**config.mk**
```make
export PLATFORM = sky130hd
export DESIGN_NAME = addsub_rr_arbiter
export DESIGN_NICKNAME = d
export VERILOG_FILES = /design/src/rtl/addsub_rr_arbiter.sv
export SDC_FILE = /design/constraint.sdc
export NUM_CORES = 1
export LEC_CHECK = 0
export BUFFER_PORTS_ARGS = -buffer_cell sky130_fd_sc_hd__buf_2
export CAP_MARGIN = 40
export CORE_UTILIZATION = 47
export CTS_CLUSTER_SIZE = 10
export DETAILED_ROUTE_END_ITERATION = 8
export GPL_ROUTABILITY_DRIVEN = 0
export PLACE_DENSITY = 0.8
export SLEW_MARGIN = 20
export SYNTH_ARGS = -nofsm -noshare
export SYNTH_HDL_FRONTEND = slang
export SYNTH_SLANG_ARGS = --single-unit
```
**constraint.sdc**
```tcl
create_clock -name clk -period 1.95 [get_ports clk]
set_clock_uncertainty 0.1 [all_clocks]
set_input_delay 0 -clock clk [delete_from_list [all_inputs] [get_ports clk]]
set_output_delay 0 -clock clk [all_outputs]
set_load 0.01 [all_outputs]
```
**src/rtl/addsub_rr_arbiter.sv**
```systemverilog
// Round-robin front end that shares one external WIDTH-bit adder-subtractor
// between two valid/ready requesters and returns tagged, registered results.
module addsub_rr_arbiter #(
    parameter int WIDTH = 4
) (
    input  logic             clk,
    input  logic             rst,
    input  logic             req0_valid,
    output logic             req0_ready,
    input  logic [WIDTH-1:0] req0_a,
    input  logic [WIDTH-1:0] req0_b,
    input  logic             req0_sel,
    input  logic             req1_valid,
    output logic             req1_ready,
    input  logic [WIDTH-1:0] req1_a,
    input  logic [WIDTH-1:0] req1_b,
    input  logic             req1_sel,
    output logic [WIDTH-1:0] au_a,
    output logic [WIDTH-1:0] au_b,
    output logic             au_sel,
    input  logic [WIDTH-1:0] au_sum,
    input  logic             au_cout,
    output logic             rsp_valid,
    input  logic             rsp_ready,
    output logic             rsp_id,
    output logic [WIDTH-1:0] rsp_sum,
    output logic             rsp_cout,
    output logic             busy
);
    typedef enum logic [1:0] {IDLE = 2'd0, EXEC = 2'd1, RESP = 2'd2} state_t;

    state_t           state_reg;
    logic             last_grant_reg;
    logic             id_reg;
    logic [WIDTH-1:0] au_a_reg;
    logic [WIDTH-1:0] au_b_reg;
    logic             au_sel_reg;
    logic             rsp_valid_reg;
    logic             rsp_id_reg;
    logic [WIDTH-1:0] rsp_sum_reg;
    logic             rsp_cout_reg;
    logic             busy_reg;

    logic [1:0]       req_valid;
    logic [1:0]       req_ready;
    logic [1:0]       req_sel;
    logic [WIDTH-1:0] req_a [2];
    logic [WIDTH-1:0] req_b [2];
    logic             grant_id;
    logic             accept;

    assign req_valid = {req1_valid, req0_valid};
    assign req_sel   = {req1_sel, req0_sel};
    assign req_a[0]  = req0_a;
    assign req_a[1]  = req1_a;
    assign req_b[0]  = req0_b;
    assign req_b[1]  = req1_b;

    // On a tie the requester that did not win last time gets the unit.
    always_comb begin
        grant_id = 1'b0;
        if (req_valid == 2'b11) begin
            grant_id = ~last_grant_reg;
        end else if (req_valid == 2'b10) begin
            grant_id = 1'b1;
        end
    end

    genvar gi;
    generate
        for (gi = 0; gi < 2; gi++) begin : g_ready
            assign req_ready[gi] = (state_reg == IDLE) && req_valid[gi] && (grant_id == 1'(gi));
        end
    endgenerate

    assign accept     = |req_ready;
    assign req0_ready = req_ready[0];
    assign req1_ready = req_ready[1];

    always_ff @(posedge clk) begin
        if (rst) begin
            state_reg      <= IDLE;
            last_grant_reg <= 1'b1;
            id_reg         <= 1'b0;
            au_a_reg       <= '0;
            au_b_reg       <= '0;
            au_sel_reg     <= 1'b0;
            rsp_valid_reg  <= 1'b0;
            rsp_id_reg     <= 1'b0;
            rsp_sum_reg    <= '0;
            rsp_cout_reg   <= 1'b0;
            busy_reg       <= 1'b0;
        end else begin
            case (state_reg)
                IDLE: begin
                    if (accept) begin
                        au_a_reg       <= req_a[grant_id];
                        au_b_reg       <= req_b[grant_id];
                        au_sel_reg     <= req_sel[grant_id];
                        id_reg         <= grant_id;
                        last_grant_reg <= grant_id;
                        busy_reg       <= 1'b1;
                        state_reg      <= EXEC;
                    end
                end
                EXEC: begin
                    // The shared unit has had a full cycle to settle on au_*.
                    rsp_sum_reg   <= au_sum;
                    rsp_cout_reg  <= au_cout;
                    rsp_id_reg    <= id_reg;
                    rsp_valid_reg <= 1'b1;
                    state_reg     <= RESP;
                end
                RESP: begin
                    if (rsp_ready) begin
                        rsp_valid_reg <= 1'b0;
                        busy_reg      <= 1'b0;
                        state_reg     <= IDLE;
                    end
                end
                default: begin
                    state_reg <= IDLE;
                end
            endcase
        end
    end

    assign au_a      = au_a_reg;
    assign au_b      = au_b_reg;
    assign au_sel    = au_sel_reg;
    assign rsp_valid = rsp_valid_reg;
    assign rsp_id    = rsp_id_reg;
    assign rsp_sum   = rsp_sum_reg;
    assign rsp_cout  = rsp_cout_reg;
    assign busy      = busy_reg;

endmodule

```
Word-level counts from Yosys, hierarchy flattened
Cells that the tools add are included.
- order comparisons: 2
- equal/unequal tests: 6
- mux-type cells: 17
- bitwise logic cells: 3
- reduce and logical (&&, ||, !) cells: 12
- operator list (kind ; count):
    4-bit two-way mux ; 6
    2-bit == test (second input constant) ; 3
    1-bit two-way mux ; 6
    2-bit one-hot mux with 3 select lines ; 1
    2-bit AND reduction ; 3
    1-bit logical AND ; 4
    2-bit two-way mux ; 2
    2-bit != test (second input constant) ; 2
    1-bit one-hot mux with 2 select lines ; 2
    2-bit nonzero test ; 2
    3-bit AND reduction ; 1
    2-bit by 1-bit == test with 1-bit output (second input constant) ; 1
    2-bit >= comparator (second input constant) ; 1
    2-bit zero test ; 1
    1-bit by 2-bit < comparator with 1-bit output (second input constant) ; 1
    1-bit inverter ; 2
    1-bit inverter with 2-bit output ; 1
    2-bit OR reduction ; 1
- register bits after elaboration: 21
- input bits: 28
- output and inout port bits: 19
- word-level logic and storage cells: 51

Longest topological paths before layout
- depth in word-level cells: 8
- depth in mapped cells: 4

Least setup slack after synthesis
OpenSTA, ideal clock, no wires.
- path type: flip-flop to flip-flop
- start point: register last_grant_reg
- end point: register id_reg
- setup time: 0.057 ns
- arrival time: 1.036 ns
- required time: 1.793 ns
- slack: 0.757 ns
- cell stages (with the launch flop): 5
- buffers on the path: 1
- clock period less this slack: 1.193 ns
- cells stage by stage: dfxtp_1 > a21bo_2 > buf_2 > nor3_2 > o21ba_2
- RTL lines (element ; RTL line ; source):
    start, declared ; 33 ; logic last_grant_reg;
    start signal, assigned ; 101 ; last_grant_reg <= grant_id;
    1-bit inverter ; 63 ; grant_id = ~last_grant_reg;
    1-bit two-way mux ; 62 ; if (req_valid == 2'b11) begin
    1-bit logical AND ; 72 ; assign req_ready[gi] = (state_reg == IDLE) && req_valid[gi] && (grant_id == 1'(gi));
    net req1_ready ; 14 ; output logic req1_ready,
    2-bit OR reduction ; 76 ; assign accept = |req_ready;
    2-bit AND reduction (no source line) ; -- ;
    end signal, assigned ; 100 ; id_reg <= grant_id;
    end, declared ; 34 ; logic id_reg;
The timed path passes the listed nets, and every way through them passes these cells.
A chain may end at the register's enable or synchronous reset.

Worst setup path in the final report
- start point: register state_reg[1]
- end point: output port req0_ready
- word-level cells in the longest chain between the ends: 3
- ends and longest elaborated chain (element ; RTL line ; source):
    start, declared ; 32 ; state_t state_reg;
    start signal, assigned ; 82 ; state_reg <= IDLE;
    start signal, assigned ; 103 ; state_reg <= EXEC;
    start signal, assigned ; 112 ; state_reg <= RESP;
    2-bit zero test ; 72 ;
    1-bit logical AND (2 in a row) ; 72 ;
    end, declared ; 9 ; output logic req0_ready,
Every way passes these cells.

==> PnR_summary.wiki <==
{| class="wikitable"
! Metric !! Value
|-
| Post-Route Setup TNS || 0 ps
|-
| DR iter-0 viols || 8
|-
| Number of antenna violations at the first check in global routing || 0
|-
| CTS hold repair buffers || 26
|-
| Register area share after synthesis || approximately 45%
|-
| Root Driver || clkbuf_4
|-
| Signed area change from the synthesized netlist to the final layout || 54.4%
|-
| Ratio of cells with drive above 1 in the final layout || approximately two fifths
|-
| Die Height || 46.8 um
|-
| Leakage power summed over all cells || approximately 0.66 nW
|-
| Category of the most critical setup path || flop to output pin
|-
| Count of yosys warnings during synthesis || 0
|-
| Mapped Nets || 127
|-
| Result of the run || finished, final reports clean
|-
| Final wirelength || 2.79 mm
|-
| All-layer global routing usage || about 28%
|-
| Count of port buffers added during placement || 46
|-
| Detailed-routing iteration count for the pre-antenna-repair pass || 4
|-
| Crit path arrival time || roughly 1500 ps
|-
| Max-cap violations || 0
|-
| Count of pins on the block boundary || 47
|-
| Remaining antenna violation count after routing || 0
|-
| Max VDD drop || 0.518 mV
|-
| Final core utilization || approximately four fifths
|-
| Number of global-route vias before repair || 953
|-
| Via-to-Cell Ratio || 5.22
|-
| Minimum clock period || between 1500 and 2000 ps
|-
| Largest area contributor in the synthesized netlist || dfxtp_1
|-
| Post-CTS repair timing setup buffer count || 0
|-
| CTS tree || built
|-
| Critical path data required time || 1850 ps
|-
| Maximum operating frequency || between 0.6 and 0.7 GHz
|-
| Mean Syn Cell Area || approximately 9.5 um^2
|-
| Placed instance count || approximately 160
|-
| Final setup violation count || 0
|-
| PwrDens || around 700 nW/um^2
|-
| Setup repair after global routing missed its margin || false
|-
| Chip Width || 46.8 um
|-
| Number of CTS-inserted buffers || 3
|-
| Maximum level of the CTS H-tree || 1
|-
| Fraction of synthesized cell area taken by the top area cell type || between 40% and 50%
|-
| CP Launch Type || flop
|-
| Number of register bits inferred by synthesis || 21
|-
| Placeable core region || ~1800 um^2
|-
| Total count of max-transition violations in the final report || 0
|-
| Final net count || 198
|-
| Final Non-Filler Cells || between 150 and 200
|-
| Floorplan die area || roughly 2200 um^2
|-
| Clock latency at the later pin of the worst-skew pair || 320 ps
|-
| Number of antenna cells inserted || 0
|-
| DRC violations left || 0
|-
| Fin. Hold Viols || 0
|-
| Highest net fanout along the worst path || 14
|-
| Cell types with the largest area share after synthesis || dfxtp_1, a311oi_2, nand2_1
|-
| Slew HR || 64.2%
|-
| Aggregate global routing overflow || 0
|-
| Final worst-path cycle share || 83.1%
|-
| Total standard cell area after synthesis || around 940 um^2
|-
| CTS resizes || 0
|-
| Post-synthesis instance total || ~100
|-
| Reg clk slew, reported paths || between 100 and 150 ps
|-
| Maximum number of pins on one net before global-route repair || 22
|-
| Maximum number of buffers from clock root to sink || 2
|-
| Post-route worst hold slack || between 15 and 20 ps
|-
| First-pass GRT wire length || approximately 4.2 mm
|-
| Standard-cell row count || 15
|-
| Post-detail-place hpwl || 1.61 mm
|-
| Kind of end point of the critical path || output pin
|-
| Number of unique standard cell types used by synthesis || 23
|-
| Per-cell routed wire length || between 10 and 15 um
|-
| CTS Sinks || 21
|-
| Vias post-DR || between 1000 and 1500
|-
| Initial core utilization || between 50% and 60%
|-
| Transition at the pin with the smallest max-transition slack || roughly 540 ps
|-
| PnR Total Power || about 0.001 W
|-
| Class of the tightest hold or removal check || primary input to flop
|}
==> cell usage in the layout, fill, tap and decap left out <==
cell / instances
o21ai_0: 1
nand2_1: 21
a221o_1: 1
nor2_1: 11
clkbuf_4: 3
nor3b_1: 1
a311oi_2: 9
buf_4: 1
a21bo_2: 1
clkinv_2: 1
a21boi_0: 1
dfxtp_1: 21
or2_1: 1
a21oi_1: 10
nor3_2: 1
nor2b_1: 2
nor2_2: 1
dlygate4sd3_1: 26
nand3b_1: 1
buf_2: 46
o21ba_2: 1
mux2i_1: 6
a21boi_2: 1
and2_4: 1
==> worst max-delay path: stages, from the launching register on <==
cell and delay (ps):
dfxtp_1 370, nor2_2 460, nand2_1 140, nor2_1 100
buf_2 130
==> cells in the mapped netlist, drive strengths merged <==
master / instances
nor2b: 2
clkbuf: 2
o21ai: 1
and2: 1
or2: 1
nand2: 21
nor3b: 1
dfxtp: 21
buf: 5
a21boi: 2
nor3: 1
nor2: 12
a21oi: 10
a21bo: 1
a311oi: 9
nand3b: 1
mux2i: 6
a221o: 1
o21ba: 1
==> routing by layer <==
| metal | vias up | share of wire, % | track usage [%] |
|---|---|---|---|
| li1 | 485 | - | - |
| met1 | 475 | 39 | 31.2 |
| met2 | 43 | 54 | 50.8 |
| met3 | 9 | 4.8 | 5.00 |
| met4 | 0 | 2.7 | 14.3 |
| met5 | - | 0 | 0 |
==> cell type report <==
type                            instances  area (um^2)
Timing Repair Buffer                   73          498
Fill cell                             118          347
Clock buffer                            3         22.5
Clock inverter                          1         5.00
Tap cell                               25         31.3
Multi-Input combinational cell         71          478
Sequential cell                        21          420
==> where the power goes <==
| group | internal, W | switching (W) |
|---|---|---|
| clock network | 0.0000768 | 0.000140 |
| registers | 0.000472 | 0.0000273 |
| logic | 0.000147 | 0.000151 |
| total | 0.000696 | 0.000319 |
==> path summary, 6_finish.rpt <==
check                                  start        endpoint  slack, ps  depth (start not counted)
worst min register to register          busy            busy        360                          2
worst max-delay path            state_reg[1]      req0_ready        330                          4
worst min-delay path                     rst       rsp_valid         20                          2
worst max register to register  state_reg[1]  last_grant_reg        430                          3
==> logic make-up after synthesis <==
group / Yosys count / synth area share, %
and+or+nand+nor: 40 / 19.0
AOI/OAI and AO/OA: 25 / 25.4
DFF: 21 / 44.6
buffers and inverters: 7 / 4.65
muxes: 6 / 6.37
==> per-stage QoR <==
stage                     setup slack, ps  instance area (um^2)
after floorplan                       757                   942
after global placement                515                  1170
after detailed placement              450                  1170
after CTS                             345                  1460
after global routing                  231                  1460
final                                 329                  1460
(Power assumes the default switching activity.)
